### src/rtl/glyph_bitmap_renderer.sv
// glyph_bitmap_renderer: maps the scan position onto a scaled 1-bpp bitmap window,
// issues the RAM read address, and emits the selected pixel with the video timing
// signals delayed to match the three-clock read pipeline.
module glyph_bitmap_renderer #(
    parameter int ADDR_WIDTH    = 9,
    parameter int DATA_WIDTH    = 8,
    parameter int COORD_WIDTH   = 10,
    parameter int ORIGIN_X      = 64,
    parameter int ORIGIN_Y      = 32,
    parameter int WORDS_PER_ROW = 4,
    parameter int ROWS          = 128,
    parameter int SCALE_LOG2    = 1
) (
    input  logic                   i_clk,
    input  logic                   i_rst_n,
    input  logic [COORD_WIDTH-1:0] i_x,
    input  logic [COORD_WIDTH-1:0] i_y,
    input  logic                   i_active,
    input  logic                   i_hsync,
    input  logic                   i_vsync,
    output logic [ADDR_WIDTH-1:0]  o_addr,
    input  logic [DATA_WIDTH-1:0]  i_ram_dout,
    output logic                   o_pixel,
    output logic                   o_in_window,
    output logic                   o_active,
    output logic                   o_hsync,
    output logic                   o_vsync
);

    localparam int BIT_W = (DATA_WIDTH > 1) ? $clog2(DATA_WIDTH) : 1;
    localparam int WIN_W = (WORDS_PER_ROW * DATA_WIDTH) << SCALE_LOG2;
    localparam int WIN_H = ROWS << SCALE_LOG2;

    localparam logic [31:0] X_LO = 32'(ORIGIN_X);
    localparam logic [31:0] X_HI = 32'(ORIGIN_X + WIN_W);
    localparam logic [31:0] Y_LO = 32'(ORIGIN_Y);
    localparam logic [31:0] Y_HI = 32'(ORIGIN_Y + WIN_H);

    // Window test is done at 32 bits so positions left of / above the origin never wrap inside.
    logic [31:0]            w_x32;
    logic [31:0]            w_y32;
    logic                   w_in_window;
    logic [COORD_WIDTH-1:0] w_dx;
    logic [COORD_WIDTH-1:0] w_dy;
    logic [BIT_W-1:0]       w_bit;

    assign w_x32 = 32'(i_x);
    assign w_y32 = 32'(i_y);
    assign w_in_window = i_active
                       & (w_x32 >= X_LO) & (w_x32 < X_HI)
                       & (w_y32 >= Y_LO) & (w_y32 < Y_HI);

    // Offsets are only meaningful inside the window, where they cannot underflow.
    assign w_dx = (i_x - COORD_WIDTH'(ORIGIN_X)) >> SCALE_LOG2;
    assign w_dy = (i_y - COORD_WIDTH'(ORIGIN_Y)) >> SCALE_LOG2;

    // DATA_WIDTH is a power of two, so DATA_WIDTH-1-(dx mod DATA_WIDTH) is the bitwise
    // complement of the low dx bits: word MSB is the leftmost pixel.
    assign w_bit = ~w_dx[BIT_W-1:0];

    logic [ADDR_WIDTH-1:0] r_addr;
    logic [BIT_W-1:0]      r_bit_p1, r_bit_p2;
    logic                  r_win_p1, r_win_p2;
    logic                  r_act_p1, r_act_p2;
    logic                  r_hs_p1,  r_hs_p2;
    logic                  r_vs_p1,  r_vs_p2;
    logic                  r_pixel, r_win, r_act, r_hs, r_vs;

    // Stage 1: address (held outside the window) plus bit index and timing flags.
    always_ff @(posedge i_clk or negedge i_rst_n) begin
        if (!i_rst_n) begin
            r_addr   <= '0;
            r_bit_p1 <= '0;
            r_win_p1 <= 1'b0;
            r_act_p1 <= 1'b0;
            r_hs_p1  <= 1'b1;
            r_vs_p1  <= 1'b1;
        end else begin
            if (w_in_window)
                r_addr <= ADDR_WIDTH'(32'(w_dy) * 32'(WORDS_PER_ROW) + 32'(w_dx >> BIT_W));
            r_bit_p1 <= w_bit;
            r_win_p1 <= w_in_window;
            r_act_p1 <= i_active;
            r_hs_p1  <= i_hsync;
            r_vs_p1  <= i_vsync;
        end
    end

    // Stage 2: carry bit index and flags while the RAM read is in flight.
    always_ff @(posedge i_clk or negedge i_rst_n) begin
        if (!i_rst_n) begin
            r_bit_p2 <= '0;
            r_win_p2 <= 1'b0;
            r_act_p2 <= 1'b0;
            r_hs_p2  <= 1'b1;
            r_vs_p2  <= 1'b1;
        end else begin
            r_bit_p2 <= r_bit_p1;
            r_win_p2 <= r_win_p1;
            r_act_p2 <= r_act_p1;
            r_hs_p2  <= r_hs_p1;
            r_vs_p2  <= r_vs_p1;
        end
    end

    // Stage 3: pick the pixel from returned RAM data, gated by the aligned window flag.
    always_ff @(posedge i_clk or negedge i_rst_n) begin
        if (!i_rst_n) begin
            r_pixel <= 1'b0;
            r_win   <= 1'b0;
            r_act   <= 1'b0;
            r_hs    <= 1'b1;
            r_vs    <= 1'b1;
        end else begin
            r_pixel <= r_win_p2 & i_ram_dout[r_bit_p2];
            r_win   <= r_win_p2;
            r_act   <= r_act_p2;
            r_hs    <= r_hs_p2;
            r_vs    <= r_vs_p2;
        end
    end

    assign o_addr      = r_addr;
    assign o_pixel     = r_pixel;
    assign o_in_window = r_win;
    assign o_active    = r_act;
    assign o_hsync     = r_hs;
    assign o_vsync     = r_vs;

endmodule

### config.mk
export PLATFORM = sky130hd
export DESIGN_NAME = glyph_bitmap_renderer
export DESIGN_NICKNAME = d
export VERILOG_FILES = /design/src/rtl/glyph_bitmap_renderer.sv
export SDC_FILE = /design/constraint.sdc
export NUM_CORES = 1
export LEC_CHECK = 0
export BUFFER_PORTS_ARGS = -buffer_cell sky130_fd_sc_hd__buf_2
export CAP_MARGIN = 20
export CORE_MARGIN = 2
export CORE_UTILIZATION = 40
export CTS_BUF_LIST = sky130_fd_sc_hd__clkbuf_8
export DETAILED_ROUTE_END_ITERATION = 10
export GPL_ROUTABILITY_DRIVEN = 0
export PLACE_DENSITY = 0.75
export SLEW_MARGIN = 20
export SYNTH_ARGS = -nofsm -noshare
export SYNTH_HDL_FRONTEND = slang
export SYNTH_SLANG_ARGS = --single-unit
### constraint.sdc
create_clock -name i_clk -period 1.6 [get_ports i_clk]
set_input_delay 0.24 -clock i_clk [delete_from_list [all_inputs] [get_ports i_clk]]
set_output_delay 0.24 -clock i_clk [all_outputs]
set_load 0.005 [all_outputs]
* Word-level counts from Yosys, hierarchy flattened
Cells that the tools add are included.
** Cells by class
- Bitwise logic cells :: 6
- Order comparisons :: 5
- Muxes and demuxes :: 2
- Add/subtract/negate cells :: 3
** Operator list (count)
- $ge 10x6->1 const B :: 1
- $ge 10x7->1 const B :: 1
- $lt 10x8->1 const B :: 1
- $lt 10x9->1 const B :: 1
- $sub 10x7->10 const B :: 1
- $add 9x6->9 :: 1
- $sub 8x6->8 const B :: 1
- $and 1x1->1 :: 5
- $lt 3x4->1 const B :: 1
- $bmux 1 s3 :: 1
- $not 3->3 :: 1
- $mux 1 :: 1
** Word-level totals
- Logic and storage cells :: 32
- Register bits :: 28
- Bits of input ports :: 33
- Output and inout port bits :: 14

* Logic depth before layout (Yosys ltp)
- Depth after elaboration :: 5
- Depth in mapped cells :: 8
- Gate-level depth less buffers :: 8

* Least setup slack after synthesis
No wires, ideal clock.
- Kind :: input to register
- Start point :: input port i_x[6]
- End point :: register r_addr[8] (netlist: o_addr[8])
- Stages on the path :: 8
- Arrival time :: 1.717 ns
- Setup time :: 0.125 ns
- Data required time :: 1.475 ns
- Buffers on the path :: 0
- Slack :: -0.241 ns
- Cells stage by stage :: inv_1 > ha_1 > inv_1 > fa_1 > a21o_1 > a22o_1 > xnor2_1 > mux2_2
** On the way
- Longest elaborated chain between the ends :: 5
- Elaborated cells between the ends (all ways) :: 8
- Classes of those cells :: 2 x add/sub; 2 x order compare; 4 x bitwise
** Ends and longest elaborated chain
- start, declared :: RTL line 16 : input logic [COORD_WIDTH-1:0] i_x,
- branches (longest 5 deep; another with $sub 10x7->10)
- end signal, assigned :: RTL line 80 : r_addr <= ADDR_WIDTH'(32'(w_dy) * 32'(WORDS_PER_ROW) + 32'(w_dx >> BIT_W));
- end, declared :: RTL line 61 : logic [ADDR_WIDTH-1:0] r_addr;
Several ways; the timed one is not identified.
A chain may end at the register's enable or synchronous reset.

* Worst setup path after layout
- Start point :: input port i_x[8]
- End point :: register r_addr[8] (netlist: o_addr[8])
The elaborated chain is that of the path after synthesis.

==> reports/metrics.csv <==
metric,value,unit
outcome,finished with violations,
violations,negative setup slack,
crit_start,i_x[8],
largest_reg_flops,9,
worstMarginPinSlew,599,ps
synth_top_area_cell,dfrtp_1,
rr_startpoint,r_bit_p2[0],
netlist_area,1250,sq um
worstHoldPathType,input port to register,
rsz0062_at_grt,true,
num_antenna_cells,0,
grt_pass1_wl,3680,um
clock_sinks,28,
critPathMaxFanout,2,
antenna_found_initial,0,
synth_nets,131,
chipHeight,59.8,um
min_period_over_period,101,%
startpoint_type,input port,
clk_root_buffer_cell,clkbuf_8,
hold_path_depth,1,
slew_viol_final,0,
endpoint_kind,register,
yosysSeqAreaShare,56.8,%
arrival,1770,ps
grt_max_degree,29,
powerDensity,920,nW/um^2
async_flop_share,100,%
dp_hpwl,1860,um
synthTopCellsByArea,"dfrtp_1 (44%), dfstp_2 (13%), ha_1 (9.0%)",
worstSetupPathType,input port to register,
via_per_inst,4.80,
cts-buffers-inserted,3,
setup_viol,1,
fin_cells,182,
clkTransAtPathRegs,90,ps
final_antenna_net_count,0,
hold_start,i_vsync,
reg2regPathDepth,3,
grt_pass1_vias,890,
hold_viol_final,0,
crit_required,1760,ps
drive_gt1_share,60.4,%
drt_iter0_drc,8,
dieArea,3580,sq um
drcViolationCount,0,
start_util,41.5,%
synthFlopType,dfrtp_1,
ir_worst_vdd,0.440,mV
fin_nets,193,
synth_top_area_share,44.2,%
row_count,20,
clock.fmax,620,MHz
fp.dieW,59.8,um
syn_inst,88,
dp_cells,174,
hold_path_end,r_vs_p1,
portBuffers,45,
insertion_delay,260,ps
wl_per_cell,13.4,um
routed_wl,2440,um
syn_area_per_cell,14.2,sq um
vias,873,
setup-tns-final,-11.7,ps
area_growth,43.1,%
synth-seq-cells,28,
cts_tree,built,
maxCapViolCount,0,
ys_warn_count,0,
r2r_slack,370,ps
clock_skew,1.37,ps
reg2reg_to,o_pixel,
cts_max_level,1,
grt_usage,14.1,%
p_leak,0.913,nW
fillCellCount,246,
period_needed,1610,ps
relSlewSlack,60.0,%
setup_slack,-11.7,ps
gr-total-overflow,0,
synth_edf_count,0,
ys_types,25,
io_pins,47,
first_pass_iters,4,
clock_path_buffers,2,
core,3000,sq um
[power by group]
| part | leakage [nW] | total [mW] | internal [mW] | switching, mW |
|---|---|---|---|---|
| registers | 0.341 | 0.822 | 0.789 | 0.0337 |
| logic | 0.543 | 0.400 | 0.237 | 0.162 |
| clock network | 0.0288 | 0.419 | 0.220 | 0.199 |
| total | 0.913 | 1.64 | 1.25 | 0.395 |
[cells in the final DEF, fill, tap and decap left out, drive strengths merged, types with 2 or more instances in the layout]
| cell | instances |
|---|---|
| a21oi | 2 |
| inv | 11 |
| mux4 | 2 |
| buf | 56 |
| nor3 | 2 |
| dfstp | 6 |
| clkbuf | 4 |
| xnor2 | 5 |
| nand2b | 2 |
| dfrtp | 22 |
| xor2 | 4 |
| mux2 | 9 |
| ha | 9 |
[routing by layer]
layer | part of all wire (%) | track usage [%] | vias up
met5 | 0 | 0 | -
met4 | 1.1 | 6.67 | 0
met3 | 4.3 | 1.30 | 2
met2 | 55 | 25.5 | 30
met1 | 39 | 16.7 | 422
li1 | - | - | 419
[cells by family after synthesis]
kind of cell,after synthesis,share of synthesized area [%]
flops,28,56.8
simple gates,11,5.62
fa+ha+maj,10,10.6
buf+inv,11,3.31
xor+xnor,9,6.32
compound gates,7,4.72
mux,12,12.6
[synthesized netlist by cell type, types with 2 or more instances]
library cell	number
a21oi_1	2
dfrtp_1	22
dfstp_2	6
ha_1	9
inv_1	11
mux2_2	9
mux4_2	2
nand2b_1	2
nor3_1	2
xnor2_1	5
xor2_1	4
[timing repair]
action	CTS	global route
pin swaps	5	5
endpoints found under the hold margin	22	0
setup endpoints to repair	4	4
setup buffers	1	2
gates resized for setup	11	6
hold buffers	1	0
[worst max-delay path, stage by stage]
cell     delay [ps]
buf_2           120
nor3_4          200
xor2_2          200
ha_1            280
and2_1          150
a22o_1          200
xnor2_1         120
mux2_4          260
[worst max-delay path by stage]
stage,end
floorplan,o_addr[8]
global placement,o_addr[8]
detailed placement,o_addr[8]
CTS,o_addr[8]
global route,o_addr[8]
finish,o_addr[8]
[per-stage QoR]
step	hold WS [ps]	power [mW]	cell area [sq um]	worst slack, ps	utilization (%)
floorplan	-55.6	1.00	1280	-199	-
global placement	272	1.17	1610	-417	53.6
detailed placement	286	1.19	1610	-456	53.6
CTS	53.6	1.63	1730	4.43	57.7
global route	49.7	1.74	1780	-57.9	59.4
finish	63.1	1.64	1780	-11.7	59.4
[area by class of cell]
class	instances	area [sq um]	share of cell area, %
sequential	28	708	39.7
multi-input combinational	49	568	31.9
timing repair buffer	57	352	19.7
inverter	11	58.8	3.30
clock buffer	4	55.1	3.09
tap	33	41.3	2.32
No activity file was read; power rests on OpenSTA's default activity.
